$ cat src/rtl/keypad_entry_if.sv
// Keypad entry bus: one-hot scan code toward the engine, BCD number and key/entry strobes back.
// The scanner side uses master; the entry engine uses slave.
interface keypad_entry_if #(
    parameter int DIGITS = 3,
    parameter int CW     = $clog2(DIGITS + 1)
);
    logic [15:0]         onehot;
    logic [4*DIGITS-1:0] bcd;
    logic [CW-1:0]       count;
    logic [3:0]          key_code;
    logic                key_valid;
    logic                entry_valid;
    logic                overflow;

    modport master (
        output onehot,
        input  bcd, count, key_code, key_valid, entry_valid, overflow
    );

    modport slave (
        input  onehot,
        output bcd, count, key_code, key_valid, entry_valid, overflow
    );
endinterface

$ cat src/rtl/keypad_entry.sv
// Keypad digit-entry engine: decodes the one-hot scan, debounces press and release, and edits a BCD number.
// A press is applied DEBOUNCE+1 cycles after the scan settles; there is no backpressure, and all strobes are one-cycle pulses.
module keypad_entry #(
    parameter int  DIGITS   = 3,
    parameter int  DEBOUNCE = 4,
    localparam int CW       = $clog2(DIGITS + 1)
) (
    input  logic          clk,
    input  logic          rst,
    keypad_entry_if.slave bus
);
    localparam int W  = 4 * DIGITS;
    localparam int SW = $clog2(DEBOUNCE + 1);
    localparam logic [SW-1:0] LAST  = SW'(DEBOUNCE - 1);
    localparam logic [W-1:0]  BLANK = '1;

    typedef enum logic [1:0] {IDLE, ARM, HELD} state_t;

    state_t        state;
    logic [15:0]   onehot_q;
    logic [3:0]    cand;
    logic [SW-1:0] stable;
    logic [W-1:0]  bcd;
    logic [CW-1:0] count;
    logic [3:0]    key_code;
    logic          key_valid;
    logic          entry_valid;
    logic          overflow;
    logic          done;

    logic          dec_vld;
    logic [3:0]    dec_code;
    logic          accept;

    assign bus.bcd         = bcd;
    assign bus.count       = count;
    assign bus.key_code    = key_code;
    assign bus.key_valid   = key_valid;
    assign bus.entry_valid = entry_valid;
    assign bus.overflow    = overflow;

    // Only the keypad's wired positions decode; spare columns and multi-hot scans are NONE.
    always_comb begin
        dec_vld  = 1'b1;
        dec_code = 4'h0;
        case (onehot_q)
            16'h0008: dec_code = 4'd0;
            16'h0080: dec_code = 4'd1;
            16'h0040: dec_code = 4'd2;
            16'h0020: dec_code = 4'd3;
            16'h0800: dec_code = 4'd4;
            16'h0400: dec_code = 4'd5;
            16'h0200: dec_code = 4'd6;
            16'h8000: dec_code = 4'd7;
            16'h4000: dec_code = 4'd8;
            16'h2000: dec_code = 4'd9;
            16'h0001: dec_code = 4'hC;
            16'h0002: dec_code = 4'hB;
            16'h0004: dec_code = 4'hE;
            default:  dec_vld  = 1'b0;
        endcase
    end

    always_comb begin
        accept = 1'b0;
        case (state)
            IDLE:    accept = dec_vld && (DEBOUNCE == 1);
            ARM:     accept = dec_vld && (dec_code == cand) && (stable == LAST);
            default: accept = 1'b0;
        endcase
    end

    always_ff @(posedge clk or posedge rst) begin
        if (rst) begin
            state       <= IDLE;
            onehot_q    <= '0;
            cand        <= '0;
            stable      <= '0;
            bcd         <= BLANK;
            count       <= '0;
            key_code    <= 4'hF;
            key_valid   <= 1'b0;
            entry_valid <= 1'b0;
            overflow    <= 1'b0;
            done        <= 1'b0;
        end else begin
            onehot_q    <= bus.onehot;
            key_valid   <= 1'b0;
            entry_valid <= 1'b0;
            overflow    <= 1'b0;

            case (state)
                IDLE: begin
                    if (accept) begin
                        state  <= HELD;
                        stable <= '0;
                    end else if (dec_vld) begin
                        state  <= ARM;
                        cand   <= dec_code;
                        stable <= SW'(1);
                    end
                end
                ARM: begin
                    if (accept) begin
                        state  <= HELD;
                        stable <= '0;
                    end else if (!dec_vld || dec_code != cand) begin
                        state <= IDLE;
                    end else begin
                        stable <= stable + 1'b1;
                    end
                end
                default: begin
                    // Counts consecutive NONE samples; any key activity restarts the release window.
                    if (dec_vld) begin
                        stable <= '0;
                    end else if (stable == LAST) begin
                        state  <= IDLE;
                        stable <= '0;
                    end else begin
                        stable <= stable + 1'b1;
                    end
                end
            endcase

            if (accept) begin
                key_code  <= dec_code;
                key_valid <= 1'b1;
                if (dec_code <= 4'd9) begin
                    if (done) begin
                        bcd   <= (BLANK << 4) | W'(dec_code);
                        count <= CW'(1);
                        done  <= 1'b0;
                    end else if (count == CW'(DIGITS)) begin
                        overflow <= 1'b1;
                    end else begin
                        bcd   <= (bcd << 4) | W'(dec_code);
                        count <= count + 1'b1;
                    end
                end else if (dec_code == 4'hB) begin
                    done <= 1'b0;
                    if (count != '0) begin
                        bcd   <= (bcd >> 4) | ~(BLANK >> 4);
                        count <= count - 1'b1;
                    end
                end else if (dec_code == 4'hC) begin
                    bcd   <= BLANK;
                    count <= '0;
                    done  <= 1'b0;
                end else if (count != '0) begin
                    entry_valid <= 1'b1;
                    done        <= 1'b1;
                end
            end
        end
    end
endmodule

$ cat src/flat_wrapper.sv
// flat-port wrapper written by rule: the top's interface ports become plain ports
module keypad_entry_flat 
#(
    parameter int  DIGITS   = 3,
    parameter int  DEBOUNCE = 4,
    localparam int CW       = $clog2(DIGITS + 1)
)
  (clk, rst, bus_onehot, bus_bcd, bus_count, bus_key_code, bus_key_valid, bus_entry_valid, bus_overflow);
  keypad_entry_if #(.DIGITS(DIGITS)) bus_i ();
  input  logic clk;
  input  logic rst;
  input wire logic [$bits(bus_i.onehot)-1:0] bus_onehot;
  output wire logic [$bits(bus_i.bcd)-1:0] bus_bcd;
  output wire logic [$bits(bus_i.count)-1:0] bus_count;
  output wire logic [$bits(bus_i.key_code)-1:0] bus_key_code;
  output wire logic [$bits(bus_i.key_valid)-1:0] bus_key_valid;
  output wire logic [$bits(bus_i.entry_valid)-1:0] bus_entry_valid;
  output wire logic [$bits(bus_i.overflow)-1:0] bus_overflow;
  assign bus_i.onehot = bus_onehot;
  assign bus_bcd = bus_i.bcd;
  assign bus_count = bus_i.count;
  assign bus_key_code = bus_i.key_code;
  assign bus_key_valid = bus_i.key_valid;
  assign bus_entry_valid = bus_i.entry_valid;
  assign bus_overflow = bus_i.overflow;
  keypad_entry #(.DIGITS(DIGITS), .DEBOUNCE(DEBOUNCE)) u_core (.clk(clk), .rst(rst), .bus(bus_i));
endmodule
$ cat config.mk
export PLATFORM = sky130hd
export DESIGN_NAME = keypad_entry_flat
export DESIGN_NICKNAME = d
export VERILOG_FILES = /design/src/rtl/keypad_entry_if.sv /design/src/rtl/keypad_entry.sv /design/src/flat_wrapper.sv
export SDC_FILE = /design/constraint.sdc
export NUM_CORES = 1
export LEC_CHECK = 0
export ABC_AREA = 1
export CAP_MARGIN = 30
export CORE_MARGIN = 4
export CORE_UTILIZATION = 55
export CTS_CLUSTER_DIAMETER = 30
export DETAILED_ROUTE_END_ITERATION = 6
export PLACE_DENSITY_LB_ADDON = 0.08
export SLEW_MARGIN = 20
export SYNTH_ARGS = -nofsm -noshare
export SYNTH_HDL_FRONTEND = slang
export SYNTH_SLANG_ARGS = --single-unit
export TNS_END_PERCENT = 50
$ cat constraint.sdc
create_clock -name clk -period 2.45 [get_ports clk]
set_clock_uncertainty 0.2 [all_clocks]
set_input_delay 0.49 -clock clk [delete_from_list [all_inputs] [get_ports clk]]
set_output_delay 0.49 -clock clk [all_outputs]
set_load 0.05 [all_outputs]
==> tab_implementation.tex <==
\begin{tabular}{lr}
\hline
Metric & Value \\
\hline
\multicolumn{2}{l}{\textbf{STA}} \\
Setup slack after layout & 0.0334 ns \\
RSZ-0062 raised after global routing & yes \\
Setup Viol. Count Final & 0 \\
Fin crit share & 98.6\% \\
Number of endpoints with negative hold slack in the final report & 0 \\
Period minus WS final & 2.42 ns \\
Worst slew pin tran & 0.588 ns \\
Maximum frequency from static timing analysis & 414 MHz \\
Setup TNS & 0 ns \\
Slew headroom & 60.8\% \\
Count of final max-slew check failures & 0 \\
Worst hold slack across all endpoints & 0.272 ns \\
\multicolumn{2}{l}{\textbf{CTS}} \\
Clock latency at the later pin of the worst-skew pair & 0.30 ns \\
CTS Sinks & 47 \\
Total CTS buffers & 5 \\
Clock Tree Buf Depth & 2 \\
Clock tree from TritonCTS & done \\
Depth of the CTS H-tree & 2 \\
Clock transition time at the flip-flop clock pins of the worst setup and hold paths & 0.08 ns \\
Count of hold buffers inserted by post-cts repair & 0 \\
Cell at the root of the clock tree & sky130\_fd\_sc\_hd\_\_clkbuf\_8 \\
\multicolumn{2}{l}{\textbf{Outcome}} \\
Run status & completed \\
\multicolumn{2}{l}{\textbf{Route}} \\
Number of DRC markers after the initial detailed-route iteration & 204 \\
Final Routed Wirelength & 6.34 mm \\
Via count of the routed design & 2494 \\
Remaining design rule violation count & 0 \\
Routed WL per cell & 13.2 um \\
Post-DR vias/cell & 5.17 \\
Count of nets left with antenna violations after detail routing & 0 \\
Drt first pass iters & 4 \\
\multicolumn{2}{l}{\textbf{Placed design}} \\
GPL Wtd Cong & 0.889 \\
Final HPWL from detailed placement & 4.56 mm \\
Number of input and output port buffers inserted & 38 \\
Minimum setup slack after placement & 0.0572 ns \\
\multicolumn{2}{l}{\textbf{Pwr}} \\
Worst voltage drop across the vdd grid & 0.000339 V \\
Leakage Power & 1.81 nW \\
Power density over cell area & 389 nW/um\^{}2 \\
Post-layout power & 1.37 mW \\
\multicolumn{2}{l}{\textbf{Logic synthesis}} \\
Post-synth top flop & sky130\_fd\_sc\_hd\_\_dfrtp\_1 \\
Number of distinct library cells after synthesis & 33 \\
Top-area cell type share of the netlist area & 28.3\% \\
Commonest cells in the synthesized netlist & 100 x sky130\_fd\_sc\_hd\_\_nand2\_1, 39 x sky130\_fd\_sc\_hd\_\_inv\_1, 36 x sky130\_fd\_sc\_hd\_\_nor2\_1 \\
Number of enable flip-flop cells after synthesis & 0 \\
Synth Register Bits & 47 \\
Share of the yosys chip area belonging to registers & 43.7\% \\
Most numerous cell in the Yosys netlist & sky130\_fd\_sc\_hd\_\_nand2\_1 \\
Cell taking the most area after synthesis & sky130\_fd\_sc\_hd\_\_dfrtp\_1 \\
Total nets after synthesis & 367 \\
Top post-synthesis cells by area & sky130\_fd\_sc\_hd\_\_dfrtp\_1 28\%, sky130\_fd\_sc\_hd\_\_dfstp\_2 15\%, sky130\_fd\_sc\_hd\_\_nand2\_1 14\% \\
Count of synthesis-stage warnings from yosys & 0 \\
Syn Area/Cell & 7.97 um\^{}2 \\
Synthesized instance count & 344 \\
Summed instance area of the synthesized netlist & 2740 um\^{}2 \\
Fraction of registers with async set/reset & 100\% \\
\multicolumn{2}{l}{\textbf{Final layout}} \\
Final core area utilization & 73.8\% \\
Share of layout cells above drive strength 1 & 24.1\% \\
Final antenna diode count & 0 \\
Number of nets in the layout & 437 \\
Area growth syn-to-layout & 28.9\% \\
\multicolumn{2}{l}{\textbf{Global routing}} \\
Grt met3 use & 4.01\% \\
Gr usage total & 20.9\% \\
GRT overflow & 0 \\
Global-route met2 utilization & 34.2\% \\
Via count of the first global-routing pass & 2324 \\
Initial antenna violation count & 0 \\
Global-route wire length before repair & 10.3 mm \\
Most crowded layer after global routing & met2 \\
Met1 Track Usage GR & 28.3\% \\
Largest net degree at the start of global routing & 48 \\
\multicolumn{2}{l}{\textbf{Floorplanning}} \\
Overall die area & 6180 um\^{}2 \\
Die Height & 78.6 um \\
Core Region & 4790 um\^{}2 \\
Starting Density & 57.3\% \\
Die Wd & 78.6 um \\
Boundary pin count & 39 \\
Cell row count & 25 \\
\multicolumn{2}{l}{\textbf{Setup path}} \\
Reg-to-reg endpoint & u\_core.bus.bcd[10] \\
Required time of the worst setup path & 2.50 ns \\
Arrival time reported for the critical path endpoint & 2.46 ns \\
Start of the worst register-to-register path & u\_core.onehot\_q[3] \\
Maximum cell stage delay along the critical path & 0.43 ns \\
Worst reg2reg setup slack & 0.03 ns \\
Critical-path maximum fanout & 8 \\
CP cell instances & nor2\_4, nand2\_4, nor2\_8, buf\_6, nand2\_2, nand3\_2, nor2\_2, nor2\_1, nor2\_1, nor2\_4, nand4\_4, nor2\_4, buf\_6, nand4\_1, nand2\_1 \\
Sort of element at the end of the critical path & flip-flop \\
Critical path's slowest cell & sky130\_fd\_sc\_hd\_\_dfrtp\_1 \\
Critical path's most frequent cell & sky130\_fd\_sc\_hd\_\_nor2\_4 \\
Start-to-end type of the worst setup path & reg -> reg \\
Startpoint class of the critical path & flip-flop \\
Worst r2r path cells & 15 \\
Launching instance or port of the critical path & u\_core.onehot\_q[3] \\
\multicolumn{2}{l}{\textbf{Hold path}} \\
Number of stages on the worst hold path & 2 \\
Startpoint of the most critical hold path & u\_core.bus.bcd[8] \\
Class of the worst hold path & reg -> reg \\
Hold EP & u\_core.bus.bcd[8] \\
\multicolumn{2}{l}{\textbf{Flow run}} \\
Max Cap Viol & 0 \\
\hline
\end{tabular}
layout by cell type (no fill, tap or decap), types with 7 or more instances in the layout:
master,n
sky130_fd_sc_hd__nand2_1,95
sky130_fd_sc_hd__inv_1,38
sky130_fd_sc_hd__clkdlybuf4s50_1,38
sky130_fd_sc_hd__nor2_1,34
sky130_fd_sc_hd__dfrtp_1,31
sky130_fd_sc_hd__buf_4,28
sky130_fd_sc_hd__o21ai_0,16
sky130_fd_sc_hd__dfstp_2,16
sky130_fd_sc_hd__nand4_1,15
sky130_fd_sc_hd__nand3_1,14
sky130_fd_sc_hd__nor2_4,9
sky130_fd_sc_hd__nand2_2,9
sky130_fd_sc_hd__a21oi_1,9
sky130_fd_sc_hd__nor2_2,7
cell families after synthesis:
family                   Yosys count  synth area share [%]
adder cells (fa/ha/maj)            5                  2.28
flip-flops                        47                  43.7
buffers and inverters             48                  7.63
AND/OR/NAND/NOR                  208                  39.1
AO/OA/AOI/OAI                     36                  7.35
area by class of cell:
| class | instances | area, um^2 |
|---|---|---|
| repair buffers | 69 | 624 |
| well taps | 67 | 83.8 |
| flip-flops and latches | 47 | 1200 |
| clock buffers | 8 | 80.1 |
| inverters | 42 | 158 |
| multi-input cells | 249 | 1390 |
| fillers | 374 | 1250 |
critical path: cells and delay by family, from the launching register on:
| family | cells | cell delay (ns) |
|---|---|---|
| and+or+nand+nor | 13 | 1.45 |
| buffers and inverters | 2 | 0.28 |
| DFF | 1 | 0.43 |
per-layer routing:
layer | up-vias | routed length [um]
met1 | 1162 | 2940
met2 | 74 | 3030
met3 | 9 | 287
li1 | 1249 | -
met4 | 0 | 81
met5 | - | 0
power by group:
part / internal (mW) / total, mW / switching (mW)
registers: 0.796 / 0.817 / 0.0211
logic: 0.0498 / 0.104 / 0.0547
clock network: 0.203 / 0.452 / 0.249
worst max path at each step:
stage | slack (ns) | end | depth (start not counted)
final | 0.03 | u_core.bus.bcd[10] | 15
after floorplan | 0.24 | u_core.bus.count[0] | 14
after detailed placement | 0.06 | u_core.stable[0] | 13
after global routing | -0.16 | u_core.bus.overflow | 14
after global placement | 0.08 | u_core.bus.key_code[3] | 12
after CTS | 0.02 | u_core.bus.bcd[5] | 14
stage by stage:
stage	instance area (um^2)	instances
detailed placement	3310	464
global placement	3310	464
floorplan	2740	344
global route	3530	482
finish	3530	482
CTS	3390	472
timing repair:
action	4_1_cts	5_1_grt
setup buffers	0	10
endpoints found under the setup margin	0	30
resized for setup	0	19
registers in the layout, indices dropped and copies added (netlist names):
signal                  count
u_core.onehot_q            16
u_core.done                 1
u_core.bus.entry_valid      1
u_core.bus.overflow         1
u_core.cand                 4
u_core.bus.key_code         4
u_core.bus.bcd             12
u_core.bus.key_valid        1
u_core.bus.count            2
u_core.stable               3
u_core.state                2
No activity file was read; power rests on OpenSTA's default activity.
